`config.mk`:
```
export PLATFORM = sky130hd
export DESIGN_NAME = pipe_ctrl
export DESIGN_NICKNAME = d
export VERILOG_FILES = /design/src/rtl/pipe_ctrl_pkg.sv /design/src/rtl/pipe_ctrl_stall_prio_enc.sv /design/src/rtl/pipe_ctrl.sv
export SDC_FILE = /design/constraint.sdc
export NUM_CORES = 1
export LEC_CHECK = 0
export ABC_AREA = 0
export CORE_UTILIZATION = 40
export CTS_CLUSTER_SIZE = 20
export DETAILED_ROUTE_END_ITERATION = 6
export PLACE_DENSITY = 0.74
export SYNTH_ARGS = -nofsm -noshare
export SYNTH_HDL_FRONTEND = slang
export SYNTH_SLANG_ARGS = --single-unit
```
`constraint.sdc`:
```
create_clock -name clk -period 1.9 [get_ports clk]
set_input_delay 0.38 -clock clk [delete_from_list [all_inputs] [get_ports clk]]
set_output_delay 0.38 -clock clk [all_outputs]
set_load 0.01 [all_outputs]
```
`src/rtl/pipe_ctrl_pkg.sv`:
```
// Shared types and constants for the pipeline stall/flush sequencer.
package pipe_ctrl_pkg;

    // Width of the per-stage hold bus (bit 5 is reserved).
    localparam int STALL_W = 6;
    typedef logic [STALL_W-1:0] stall_bus_t;

    // Hold-bus bit index for each pipeline register.
    localparam int STG_PC   = 0;  // pc
    localparam int STG_IF   = 1;  // if/id
    localparam int STG_ID   = 2;  // id/ex
    localparam int STG_EX   = 3;  // ex/mem
    localparam int STG_WB   = 4;  // mem/wb
    localparam int STG_RSVD = 5;  // reserved, never driven high

    // Default exception handler entry point.
    localparam logic [31:0] EXCEP_ENTRY_DEF = 32'hBFC0_0380;

    // Redirect sequencer states.
    typedef enum logic [1:0] {
        ST_RUN      = 2'd0,
        ST_WAIT_MEM = 2'd1,
        ST_FLUSH    = 2'd2,
        ST_REDIRECT = 2'd3
    } state_t;

    // eret returns to EPC; every other exception goes to the handler entry.
    function automatic logic [31:0] redirect_target(
        input logic        eret,
        input logic [31:0] epc,
        input logic [31:0] entry
    );
        return eret ? epc : entry;
    endfunction

endpackage

```
`src/rtl/pipe_ctrl_stall_prio_enc.sv`:
```
// Combinational stall-request encoder: the deepest requesting stage wins
// and holds every register upstream of (and including) itself.
module pipe_ctrl_stall_prio_enc
    import pipe_ctrl_pkg::*;
(
    input  logic       stallreq_if,
    input  logic       stallreq_id,
    input  logic       stallreq_ex,
    input  logic       stallreq_mem,
    output stall_bus_t stall_vec,
    output logic       inst_stall
);

    genvar gi;
    generate
        for (gi = 0; gi < STG_RSVD; gi++) begin : g_bit
            // Bit gi is held if any request reaches at least that deep.
            assign stall_vec[gi] = stallreq_mem
                                 | (stallreq_ex && (gi <= STG_EX))
                                 | (stallreq_id && (gi <= STG_ID))
                                 | (stallreq_if && (gi == STG_PC));
        end
    endgenerate

    assign stall_vec[STG_RSVD] = 1'b0;

    // A fetch-only stall freezes the pc and bubbles if/id so the rest drains.
    assign inst_stall = stallreq_if & ~stallreq_id & ~stallreq_ex & ~stallreq_mem;

endmodule

```
`src/rtl/pipe_ctrl.sv`:
```
// Pipeline stall/flush sequencer: per-stage hold vector, exception/eret
// redirect sequencing and a stall-cycle performance counter.
module pipe_ctrl
    import pipe_ctrl_pkg::*;
#(
    parameter logic [31:0] EXCEP_ENTRY = EXCEP_ENTRY_DEF,
    parameter int          PERF_W      = 32
) (
    input  logic              clk,
    input  logic              rst,
    input  logic              stallreq_if,
    input  logic              stallreq_id,
    input  logic              stallreq_ex,
    input  logic              stallreq_mem,
    input  logic              mem_exception,
    input  logic              mem_eret,
    input  logic [31:0]       cp0_epc,
    input  logic              fetch_ack,
    output logic [5:0]        stall,
    output logic              inst_stall,
    output logic              flush,
    output logic              redirect_valid,
    output logic [31:0]       new_pc,
    output logic [PERF_W-1:0] stall_cycles
);

    state_t              state_reg, state_next;
    logic [31:0]         target_reg, target_next;
    logic [PERF_W-1:0]   count_reg;
    stall_bus_t          enc_stall;
    logic                enc_inst_stall;

    pipe_ctrl_stall_prio_enc u_enc (
        .stallreq_if  (stallreq_if),
        .stallreq_id  (stallreq_id),
        .stallreq_ex  (stallreq_ex),
        .stallreq_mem (stallreq_mem),
        .stall_vec    (enc_stall),
        .inst_stall   (enc_inst_stall)
    );

    // State and latched redirect target; reset drops straight back to RUN.
    always_ff @(posedge clk or negedge rst) begin
        if (!rst) begin
            state_reg  <= ST_RUN;
            target_reg <= '0;
        end else begin
            state_reg  <= state_next;
            target_reg <= target_next;
        end
    end

    // Next state and all control outputs; outputs are forced low in reset.
    always_comb begin
        state_next     = state_reg;
        target_next    = target_reg;
        stall          = '0;
        inst_stall     = 1'b0;
        flush          = 1'b0;
        redirect_valid = 1'b0;
        new_pc         = '0;
        case (state_reg)
            ST_RUN: begin
                stall      = enc_stall;
                inst_stall = enc_inst_stall;
                if (mem_exception || mem_eret) begin
                    target_next = redirect_target(mem_eret, cp0_epc, EXCEP_ENTRY);
                    // An in-flight data access must finish before we flush it.
                    state_next  = stallreq_mem ? ST_WAIT_MEM : ST_FLUSH;
                end
            end
            ST_WAIT_MEM: begin
                stall = 6'b011111;
                if (!stallreq_mem) begin
                    state_next = ST_FLUSH;
                end
            end
            ST_FLUSH: begin
                // Flush overrides every stall request for this one cycle.
                flush          = 1'b1;
                redirect_valid = 1'b1;
                new_pc         = target_reg;
                state_next     = fetch_ack ? ST_RUN : ST_REDIRECT;
            end
            ST_REDIRECT: begin
                // pc stays held on the redirect; downstream still obeys requests.
                redirect_valid = 1'b1;
                new_pc         = target_reg;
                stall          = {1'b0, enc_stall[STG_WB:STG_IF], 1'b1};
                if (fetch_ack) begin
                    state_next = ST_RUN;
                end
            end
            default: begin
                state_next = ST_RUN;
            end
        endcase
        if (!rst) begin
            stall          = '0;
            inst_stall     = 1'b0;
            flush          = 1'b0;
            redirect_valid = 1'b0;
            new_pc         = '0;
        end
    end

    // Count every cycle that holds at least one stage; wraps naturally.
    always_ff @(posedge clk or negedge rst) begin
        if (!rst) begin
            count_reg <= '0;
        end else if (stall != '0) begin
            count_reg <= count_reg + PERF_W'(1);
        end
    end

    assign stall_cycles = count_reg;

endmodule

```
## Word level (Yosys, flattened, before mapping)

Index checks and enable logic that the tools add are counted.

- Bits in registers: 66
- Logic and storage cells: 42
- Output and inout port bits: 73

- $add $sub $neg: 1
- Muxes and demuxes: 17
- Reduce and logical (&&, ||, !) cells: 6
- Equality and inequality tests: 6
- Bitwise gates (word level): 9

Operators by type and width:

| kind | count |
|---|---|
| $mux W32 | 3 |
| $add A32 B1 Y32 const B | 1 |
| $pmux W5 S3 | 1 |
| $mux W2 | 5 |
| $pmux W2 S4 | 1 |
| $mux W1 | 6 |
| $mux W6 | 1 |
| $ne A2 B2 Y1 const B | 3 |
| $reduce_bool A6 Y1 | 1 |
| $eq A2 B2 Y1 const B | 2 |
| $and A1 B1 Y1 | 3 |
| $not A1 Y1 | 3 |
| $or A1 B1 Y1 | 3 |
| $reduce_and A3 Y1 | 1 |
| $eq A2 B1 Y1 const B | 1 |
| $logic_not A2 Y1 | 1 |
| $reduce_and A2 Y1 | 1 |
| $reduce_or A2 Y1 | 1 |
| $logic_or A1 B1 Y1 | 1 |

## Logic depth before layout (Yosys ltp)

Gate-level depths: netlist of the first run.

- Depth in word-level cells: 6
- Depth in mapped cells: 5
- Depth with buffers taken out: 5

## Cells and area by module

Synthesis of the first run repeated with hierarchy kept, for this count alone.

- Cells, all modules: 284
- Area, all modules: 3156.8 µm²

Modules (own cells, without submodules):

| module | area an instance (µm²) | sequential area each (µm²) | instances | cells each |
|---|---|---|---|---|
| pipe_ctrl | 3101.7 | 1651.6 | 1 | 276 |
| pipe_ctrl_stall_prio_enc | 55.1 | 0.0 | 1 | 8 |

## Worst setup path before layout of the first run

No wires, ideal clock.

- Kind: reg-to-output
- Start: register state_reg[0]
- End: output port stall[2]
- Path buffers: 1
- Data required time: 1.520 ns
- Arrival time: 1.387 ns
- Stages on the path, launching flop included: 6
- Setup slack: 0.133 ns
- Path through: dfrtp_1 nand2b_2 o21a_1 o21a_1 a31o_1 buf_4

- Word-level cells in the longest chain between the ends: 3
- Elaborated cells on any way between the ends: 5
- Classes of those cells: eq/ne: 2; mux: 2; reduce/logical: 1

Ends and longest elaborated chain:

| element | RTL line | source |
|---|---|---|
| start, declared | pipe_ctrl.sv:27 | `state_t state_reg, state_next;` |
| start signal, assigned | pipe_ctrl.sv:48 | `state_reg <= state_next;` |
| $eq A2 B2 Y1, or another cell as far along | pipe_ctrl.sv:62 | `case (state_reg)` |
| $pmux W5 S3 (*) | pipe_ctrl.sv:62 |  |
| $mux W6 (*) | pipe_ctrl.sv:98 | `if (!rst) begin` |
| end, declared | pipe_ctrl.sv:19 | `output logic [5:0] stall,` |

Every way passes the cells marked *; elsewhere a longest branch is shown, timed or not.

## Worst setup path in the final report of the first run

- Start: register state_reg[1]
- End: output port stall[2]

Same word-level chain as after synthesis.

==> summary.txt, run 1 <==
Detailed routing
  – Met2 WL: approximately 3800 um
  – Post-Route WL: 8200 um
  – Vias: 2658
  – Routed met3 length: between 600 and 700 um
  – Drt wl/cell: around 16 um
  – First-pass DRT Iterations: 4
  – Via-to-Cell Ratio: just over 5
  – Highest routed layer: met4
  – Post-DRT Antenna Nets: 0
  – Remaining DRCs: 0
  – Metal-1 WL: ~3600 um
  – Initial DRC Count: 95

Place
  – Number of port buffers: about 110
  – Final HPWL DP: approximately 6000 um
  – GPL Wtd Cong: slightly below 0.8

Min path
  – Worst Hold Class: in -> async

Critical path
  – Worst reg-to-reg setup slack: 0.10 ns
  – Critical Path AT: ~1.5 ns
  – Req. time, crit path: 1.52 ns
  – Crit path kind: reg -> out
  – R2R depth: 8
  – Reg2reg end: stall_cycles[24]
  – Critical Path Fanout Max: 5
  – Worst r2r src: state_reg[1]
  – Worst setup SP type: register
  – Worst setup EP type: primary output

Timing
  – Fin. max-slew vios: 0
  – Final clock skew: about 0.0095 ns
  – Final hold vios: 0
  – Final Setup Violations: 0
  – TNS Setup: 0 ns
  – Post-layout minimum cycle time: ~1.9 ns
  – Period utilization: between 90% and 100%
  – RSZ-0062 raised after global routing: true
  – Fmax: around 530 MHz

Global route
  – Total GRT Usage: 22.1%
  – Vias in the first global route: approximately 2700
  – Global-route wire length before repair: approximately 13000 um
  – Overflow after GRT: 0
  – Pin count of the biggest net entering global routing: 30
  – Initial antenna violation count: 0

Clocking
  – CTS Buf Count: 9
  – Worst-path clk slew: around 0.070 ns
  – H-Tree Depth: 3
  – Clk_lat worst skew: 0.34 ns
  – CTS tree: yes
  – Root Driver: clkbuf_8
  – Clock sinks: 66
  – Clk buf depth: 2

Logic synthesis
  – Synth Register Bits: 66
  – Synth top area cells: dfrtp_1 (54%), xnor2_1 (7.5%), and3_1 (7.0%)
  – Cell taking the most area after synthesis: dfrtp_1
  – Syn_area_per_cell: between 10 and 15 sq um
  – Post-synth cell types: 37
  – YS warnings: 0
  – Synth Instances: around 270
  – Yosys top cell area share: a little over half
  – Synth Cell Area: about 3000 sq um
  – Sequential-to-total area share from yosys stat: 54.3%
  – Syn nets: between 300 and 400

Floorplan
  – Starting Density: 41.7%
  – Row Count: 31
  – Die Width: between 80 and 90 um
  – I/O pins: approximately 110
  – Chip Height: approximately 89 um
  – Core area: around 7300 sq um
  – Die area: ~8000 sq um

Finish
  – Final nets: between 400 and 500
  – Antenna diode count: 0
  – Area Overhead vs Synth: 54.2%
  – Most frequent cells in the layout: clkdlybuf4s50_1 (68), dfrtp_1 (65), buf_4 (38), and3_1 (33), dlygate4sd2_1 (31)
  – Fill cell count: roughly 620
  – Most common cell after layout, fill and taps aside: clkdlybuf4s50_1
  – Fraction of layout cells with a size suffix above 1: 19.2%

Power
  – PwrDens: a little under 900 nW/um^2
  – Leak: 2.25 nW
  – Final Power: ~4.1 mW
  – Worst vdd ir: about 0.40 mV

Outcome
  – Status: finished, final reports clean

Run
  – Max Cap Violations: 0
worst max-delay path by stage:
stage                     slack [ns]  cells after the start  endpoint    startpoint
final                           0.02                      5  stall[2]  state_reg[1]
after floorplan                 0.13                      5  stall[2]  state_reg[0]
after global routing           -0.04                      5  stall[2]  state_reg[1]
after CTS                      -0.17                      5  stall[0]   stallreq_ex
after global placement         -0.54                      5  stall[0]  stallreq_mem
after detailed placement       -0.56                      5  stall[0]  stallreq_mem
cell families (layout without fill, tap and decap cells):
logic type               Yosys count  in the layout  synth area share, %
buffers and inverters             18            169                 2.47
adder cells (fa/ha/maj)            1              1                0.411
multiplexers                       1              1                0.370
AND/OR/NAND/NOR                  107            107                 22.0
flip-flops                        66             66                 54.3
other                              1              1                0.123
AO/OA/AOI/OAI                     40             40                 11.4
XOR/XNOR                          31             31                 8.93
worst max-delay path, stage by stage (launching register included):
cell      delay [ns]
dfrtp_2         0.48
nand2b_4        0.08
o21a_1          0.10
o21a_1          0.17
a31o_1          0.19
buf_2           0.14
cell type report:
| type | instances | area [sq um] | area share (%) |
|---|---|---|---|
| Sequential cell | 66 | 1650 | 35.2 |
| Timing Repair Buffer | 152 | 1380 | 29.3 |
| Multi-Input combinational cell | 181 | 1360 | 29.0 |
| Clock buffer | 12 | 155 | 3.31 |
| Tap cell | 99 | 124 | 2.64 |
| Clock inverter | 3 | 15.0 | 0.320 |
| Inverter | 2 | 7.51 | 0.160 |
per-layer routing:
| layer | global-route usage [%] | vias to the layer above |
|---|---|---|
| met1 | 28.3 | 1277 |
| met5 | 0 | - |
| met2 | 34.6 | 109 |
| li1 | - | 1260 |
| met3 | 6.46 | 12 |
| met4 | 10.4 | 0 |
synthesized netlist by cell type, drive strengths merged:
cell type,number
o311ai,1
xor2,5
buf,2
xnor2,26
clkbuf,14
nand3,18
nand4,11
o31ai,1
a22o,20
dfrtp,66
inv,2
and2,3
nor2b,3
o22a,12
o21ai,1
and3,34
nand2b,2
nor4b,1
o21a,3
ha,1
nor2,6
nor4,2
nand2,13
mux2,1
and4,4
nor3,8
a21oi,1
conb,1
a31o,1
or3,2
through the flow:
step	cells	util, %	hold WS (ns)	instance area (sq um)	worst slack (ns)
final	515	64.3	0.124	4690	0.0198
after global routing	515	64.3	0.113	4690	-0.0377
after CTS	514	63.8	0.110	4650	-0.169
after detailed placement	497	61.6	0.248	4490	-0.565
after global placement	497	61.6	0.250	4490	-0.537
after floorplan	265	-	0.0844	3040	0.133
timing repair:
item / in CTS / in global routing
pin swaps: 0 / 3
gates resized for setup: 65 / 16
endpoints found under the setup margin: 51 / 36
endpoints found under the hold margin: 2 / 0
hold buffers: 1 / 0
setup buffers: 1 / 1
power by group:
group / switching (mW) / internal, mW
combinational: 0.522 / 0.681
clock: 0.491 / 0.531
sequential: 0.230 / 1.68
total: 1.24 / 2.90
(Power assumes the default switching activity.)
==> run 2: changes to the inputs <==
--- a/config.mk
+++ b/config.mk
@@ -6,9 +6,11 @@
 export NUM_CORES = 1
 export LEC_CHECK = 0
 export ABC_AREA = 0
+export CORE_ASPECT_RATIO = 2
 export CORE_UTILIZATION = 40
 export CTS_CLUSTER_SIZE = 20
 export DETAILED_ROUTE_END_ITERATION = 6
+export GPL_ROUTABILITY_DRIVEN = 0
 export PLACE_DENSITY = 0.74
 export SYNTH_ARGS = -nofsm -noshare
 export SYNTH_HDL_FRONTEND = slang
==> run 2 against run 1 <==
The flow now finishes with violations (setup timing). Power up 17%. Fmax fell by 3.4%. Clock skew shrank 0.0045 ns. Cell area rose by 4.9%. Sequential power about the same.
==> summary.txt, run 2 (synthesis results as in run 1) <==
Outcome
  – Status: finished, violations left (was finished, final reports clean)
  – Failing checks: setup timing

Clocking
  – Cts hold-fix bufs: 0 (was 1)
  – Worst-path clk slew: 0.05 ns (was 0.07 ns)
  – Clk_lat worst skew: 0.33 ns (was 0.34 ns)
  – Clk buf depth: 2 (unchanged)
  – CTS Buf Count: 9 (unchanged)
  – Clock sinks: 66 (unchanged)
  – CTS tree: yes (unchanged)
  – H-Tree Depth: 3 (unchanged)
  – Root Driver: clkbuf_16 (was clkbuf_8)

Floorplan
  – Core area: 7320 sq um (was 7290 sq um)
  – Chip Height: 125 um (was 89.2 um)
  – Row Count: 44 (was 31)
  – Starting Density: 41.5% (was 41.7%)
  – Die Width: 63.7 um (was 89.2 um)
  – Die area: 7980 sq um (was 7960 sq um)
  – I/O pins: 114 (unchanged)

Timing
  – Final clock skew: 0.00501 ns (was 0.00948 ns)
  – Final Setup Violations: 2 (was 0)
  – TNS Setup: -0.0562 ns (was 0 ns)
  – Final hold vios: 0 (unchanged)
  – Post-layout minimum cycle time: 1.95 ns (was 1.88 ns)
  – Period utilization: 102% (was 99.0%)
  – Worst setup margin: -0.0473 ns (was 0.0198 ns)
  – RSZ-0062 raised after global routing: true (unchanged)
  – Worst hold slack: 0.188 ns (was 0.124 ns)
  – Fmax: 514 MHz (was 532 MHz)
  – Fin. max-slew vios: 0 (unchanged)

Critical path
  – Worst reg-to-reg setup slack: -0.01 ns (was 0.10 ns)
  – CP Launch Point: state_reg[1] (unchanged)
  – Crit path kind: reg -> out (unchanged)
  – Critical Path AT: 1.57 ns (was 1.50 ns)
  – Req. time, crit path: 1.52 ns (about the same)
  – Reg2reg end: stall_cycles[15] (was stall_cycles[24])
  – Critical Path Fanout Max: 4 (was 5)
  – R2R depth: 8 (unchanged)
  – Worst setup EP type: primary output (unchanged)
  – Worst r2r src: state_reg[1] (unchanged)
  – Worst setup SP type: register (unchanged)

Finish
  – Final nets: 461 (was 454)
  – Area Overhead vs Synth: 61.8% (was 54.2%)
  – Most frequent cells in the layout: clkdlybuf4s50_1 (67), dfrtp_1 (65), buf_4 (40), and3_1 (34), dlygate4sd2_1 (27) (was clkdlybuf4s50_1 (68), dfrtp_1 (65), buf_4 (38), and3_1 (33), dlygate4sd2_1 (31))
  – Non-Filler Instances: 516 (was 515)
  – Antenna diode count: 0 (unchanged)
  – Fraction of layout cells with a size suffix above 1: 20.8% (was 19.2%)
  – Final core utilization: 67.2% (was 64.3%)
  – Most common cell after layout, fill and taps aside: clkdlybuf4s50_1 (unchanged)

Detailed routing
  – Remaining DRCs: 0 (unchanged)
  – Post-DRT Antenna Nets: 0 (unchanged)
  – Drt wl/cell: 17.1 um (was 15.9 um)
  – Post-Route WL: 8840 um (was 8200 um)
  – Via-to-Cell Ratio: 5.40 (was 5.16)
  – Vias: 2787 (was 2658)
  – Initial DRC Count: 150 (was 95)
  – First-pass DRT Iterations: 4 (unchanged)

Global route
  – Total GRT Usage: 23.6% (was 22.1%)
  – Global-route wire length before repair: 14300 um (was 13000 um)
  – Overflow after GRT: 0 (unchanged)
  – Initial antenna violation count: 0 (unchanged)
  – Pin count of the biggest net entering global routing: 22 (was 30)
  – Vias in the first global route: 2909 (was 2682)

Place
  – Final HPWL DP: 6220 um (was 6170 um)
  – Placed cell count: 491 (was 497)
  – Number of port buffers: 112 (unchanged)

Run
  – Max Cap Violations: 0 (unchanged)

Power
  – PwrDens: 981 nW/um^2 (was 882 nW/um^2)
  – Leak: 2.35 nW (was 2.25 nW)
  – Worst vdd ir: 0.608 mV (was 0.402 mV)

Min path
  – Worst Hold Class: in -> async (unchanged)
[run 2: changes by cell type in the layout (fill, tap and decap cells not counted), sizes merged]
cell           delta
dlygate4sd2       -4
clkinv            -2
clkdlybuf4s15     +5
bufbuf            +1
clkbuf            +3
bufinv            +1
dlygate4sd3       -1
buf               +7
dlymetal6s2s      -1
clkdlybuf4s50     -1
[run 2: worst max-delay path by stage]
| stage | to | cells past startpoint |
|---|---|---|
| 2_1_floorplan | stall[2] | 5 |
| 3_3_place_gp | stall[0] | 5 |
| 3_5_place_dp | stall[0] | 5 |
| 4_1_cts | stall[0] | 7 |
| 5_1_grt | stall[0] | 7 |
| 6_report | stall[0] | 7 |
[run 2: where the power goes]
| group | total [mW] | leakage [nW] | switching [mW] | internal (mW) |
|---|---|---|---|---|
| sequential | 1.88 | 0.841 | 0.192 | 1.69 |
| clock | 1.66 | 0.147 | 0.575 | 1.09 |
| combinational | 1.29 | 1.36 | 0.563 | 0.728 |
[run 2: what timing repair did]
| action | CTS | global route |
|---|---|---|
| resized for setup | 73 | 20 |
| setup endpoints to repair | 51 | 47 |
| buffers inserted | 6 | 2 |
| cloned | 1 | 0 |
| pin swaps | 6 | 5 |
| hold endpoints to repair | 0 | 0 |
[run 2: cell type report]
class,instances,area [sq um]
Clock buffer,14,264
Clock inverter,2,35.0
Fill cell,575,2400
Inverter,2,7.51
Multi-Input combinational cell,181,1380
Sequential cell,66,1650
Tap cell,92,115
Timing Repair Buffer,159,1470
[run 2: per-stage QoR]
step | power (mW) | area, sq um | worst slack [ns]
2_1_floorplan | 2.46 | 3040 | 0.133
3_3_place_gp | 3.13 | 4520 | -0.477
3_5_place_dp | 3.17 | 4520 | -0.488
4_1_cts | 4.84 | 4860 | 0.000903
5_1_grt | 5.07 | 4920 | -0.0959
6_report | 4.83 | 4920 | -0.0473
[run 2: worst max-delay path, cell delays in order (launching register included)]
cell	delay, ns
dfrtp_2	0.42
buf_6	0.13
nand2b_4	0.08
buf_6	0.13
buf_6	0.11
nand2_2	0.06
nor2_2	0.14
buf_2	0.14
[run 2: metal layers]
metal / up-vias / track usage (%) / routed length, um
met5: - / 0 / 0
met4: 0 / 11.4 / 223
met3: 20 / 4.74 / 469
met2: 130 / 42.6 / 4850
met1: 1362 / 25.3 / 3290
li1: 1275 / - / -
==> run 3: changes to the inputs <==
--- a/config.mk
+++ b/config.mk
@@ -11,7 +11,9 @@
 export CTS_CLUSTER_SIZE = 20
 export DETAILED_ROUTE_END_ITERATION = 6
 export GPL_ROUTABILITY_DRIVEN = 0
+export MAX_ROUTING_LAYER = met4
 export PLACE_DENSITY = 0.74
+export SKIP_CTS_REPAIR_TIMING = 1
 export SYNTH_ARGS = -nofsm -noshare
 export SYNTH_HDL_FRONTEND = slang
 export SYNTH_SLANG_ARGS = --single-unit
==> run 3 against run 2 <==
The flow still finishes with violations (setup timing). Final cell count shrank 0.39%. Clock power hardly changed. Critical path depth did not move. Worst hold slack got worse by 0.014 ns. Via count decreased by 1.3%. Clock skew up 0.00087 ns. Wire length shrank 0.58%. Global-route usage decreased by 0.32 points. Fmax shrank 9.8%. Setup slack got worse by 0.21 ns. Critical endpoint is now stall[1]. Largest cell class unchanged.
==> summary.txt, run 3 (synthesis results as in run 1) <==
Power
  – Leak: 2.83 nW (was 2.35 nW)
  – Final Power: 4.83 mW (about the same)
  – Comb pwr share: 26.6% (was 26.7%)
  – Clock Power Share: 34.4% (about the same)
  – Net switching power: 1.32 mW (was 1.33 mW)
  – Worst vdd ir: 0.622 mV (was 0.608 mV)
  – Sequential group share of total power: 39.0% (was 38.9%)
  – Sw Share: 27.3% (was 27.5%)
  – Pint: 3.51 mW (was 3.50 mW)
  – PwrDens: 964 nW/um^2 (was 981 nW/um^2)

Timing
  – Worst hold slack: 0.173 ns (was 0.188 ns)
  – Final hold vios: 0 (unchanged)
  – Post-layout minimum cycle time: 2.16 ns (was 1.95 ns)
  – RSZ-0062 raised after global routing: true (unchanged)
  – Final Setup Violations: 2 (unchanged)
  – Slew margin rel.: 66.6%
  – Worst setup margin: -0.258 ns (was -0.0473 ns)
  – Fmax: 463 MHz (was 514 MHz)
  – Final clock skew: 0.00588 ns (was 0.00501 ns)
  – Period utilization: 114% (was 102%)
  – Fin. max-slew vios: 0 (unchanged)
  – Slew @ Worst Pin: about 0.5 ns

Outcome
  – Status: finished, violations left (unchanged)
  – Failing checks: setup timing (unchanged)

Detailed routing
  – First-pass DRT Iterations: 4 (unchanged)
  – Post-DRT Antenna Nets: 0 (unchanged)
  – Drt wl/cell: 17.1 um (about the same)
  – Via-to-Cell Ratio: 5.35 (was 5.40)
  – Vias: 2750 (was 2787)
  – Post-Route WL: 8790 um (was 8840 um)
  – Initial DRC Count: 131 (was 150)
  – Remaining DRCs: 0 (unchanged)

Global route
  – Initial antenna violation count: 0 (unchanged)
  – Total GRT Usage: 23.2% (was 23.6%)
  – Vias in the first global route: 2818 (was 2909)
  – Pin count of the biggest net entering global routing: 37 (was 22)
  – Overflow after GRT: 0 (unchanged)
  – Global-route wire length before repair: 13800 um (was 14300 um)

Critical path
  – Crit path kind: reg -> out (unchanged)
  – Critical Path AT: 1.78 ns (was 1.57 ns)
  – Worst setup SP type: register (unchanged)
  – Critical Path Fanout Max: 4 (unchanged)
  – Worst setup EP type: primary output (unchanged)
  – Req. time, crit path: 1.52 ns (about the same)

Finish
  – Fraction of layout cells with a size suffix above 1: 18.5% (was 20.8%)
  – Most common cell after layout, fill and taps aside: clkdlybuf4s50_1 (unchanged)
  – Area Overhead vs Synth: 64.8% (was 61.8%)
  – Antenna diode count: 0 (unchanged)
  – Register area: 1650 sq um (unchanged)
  – Most frequent cells in the layout: clkdlybuf4s50_1 (68), dfrtp_1 (65), buf_4 (43), dlymetal6s2s_1 (40), and3_1 (34) (was clkdlybuf4s50_1 (67), dfrtp_1 (65), buf_4 (40), and3_1 (34), dlygate4sd2_1 (27))
  – Final nets: 459 (was 461)
  – Fill cell count: 560 (was 575)
  – Multi-input logic area: 1350 sq um (was 1380 sq um)

Run
  – Max Cap Violations: 0 (unchanged)

Clocking
  – H-Tree Depth: 3 (unchanged)
  – CTS tree: yes (unchanged)
  – Clock sinks: 66 (unchanged)
  – Clk_lat worst skew: 0.33 ns (about the same)
  – Worst-path clk slew: 0.06 ns (was 0.05 ns)
  – Root Driver: clkbuf_16 (unchanged)
  – CTS Buf Count: 9 (unchanged)
  – Clk buf depth: 2 (unchanged)

Floorplan
  – Starting Density: 41.5% (unchanged)
  – Die area: 7980 sq um (unchanged)
  – Chip Height: 125 um (unchanged)
  – Die Width: 63.7 um (unchanged)
  – Row Count: 44 (unchanged)
  – I/O pins: 114 (unchanged)
  – Core area: 7320 sq um (unchanged)

Place
  – Number of port buffers: 112 (unchanged)
  – Final HPWL DP: 6220 um (unchanged)

Min path
  – Worst Hold Class: in -> async (unchanged)
[run 3: cell count changes in the layout (fill, tap and decap cells not counted), sizes merged]
cell,previous run,this run
clkdlybuf4s15,8,0
clkdlybuf4s50,67,68
buf,53,47
dlygate4sd2,27,0
bufbuf,1,0
dlymetal6s2s,1,40
[run 3: metrics by stage]
| stage | area (sq um) | TNS, ns | instances | worst slack [ns] | utilization, % |
|---|---|---|---|---|---|
| 5_1_grt | 5010 | -0.819 | 514 | -0.309 | 68.5 |
| 4_1_cts | 4820 | -9.49 | 507 | -0.490 | 65.8 |
| 2_1_floorplan | 3040 | 0 | 265 | 0.133 | - |
| 3_3_place_gp | 4520 | -10.40 | 491 | -0.477 | 61.7 |
| 6_report | 5010 | -0.503 | 514 | -0.258 | 68.5 |
| 3_5_place_dp | 4520 | -10.97 | 491 | -0.488 | 61.7 |
[run 3: layout make-up]
type | count | area share, %
Multi-Input combinational cell | 181 | 27.0
Sequential cell | 66 | 33.0
Clock inverter | 2 | 0.699
Inverter | 2 | 0.150
Timing Repair Buffer | 157 | 31.6
Tap cell | 92 | 2.30
Clock buffer | 14 | 5.27
[run 3: critical path: stages, from the launching register on]
cell	delay (ns)
dfrtp_1	0.41
nand2b_4	0.16
buf_4	0.13
o21a_1	0.10
o21a_1	0.18
buf_4	0.13
a31o_1	0.21
buf_2	0.14
[run 3: power groups by stage]
stage / logic [mW] / registers (mW) / clock network (mW)
floorplan: 0.568 / 1.89 / 0
global placement: 1.25 / 1.88 / 0
detailed placement: 1.28 / 1.89 / 0
CTS: 1.28 / 1.88 / 1.68
global route: 1.39 / 1.92 / 1.75
finish: 1.29 / 1.89 / 1.66
[run 3: path summary, 6_finish.rpt]
check / from / slack, ns / endpoint / depth (start not counted)
min: rst / 0.17 / target_reg[30] / 2
max in group asynchronous: rst / 1.44 / stall_cycles[18] / 3
max: state_reg[0] / -0.26 / stall[1] / 7
min reg2reg: stall_cycles[31] / 0.48 / stall_cycles[31] / 1
max reg2reg: state_reg[1] / 0.02 / stall_cycles[24] / 6
min in group clk: stallreq_mem / 0.40 / state_reg[1] / 3
[run 3: metal layers]
layer / global-route usage [%] / wire length (um) / vias to the layer above
met2: 40.9 / 4970 / 121
met4: 9.76 / 208 / 0
met1: 24.9 / 3220 / 1342
li1: - / - / 1270
met5: - / 0 / -
met3: 4.29 / 385 / 17
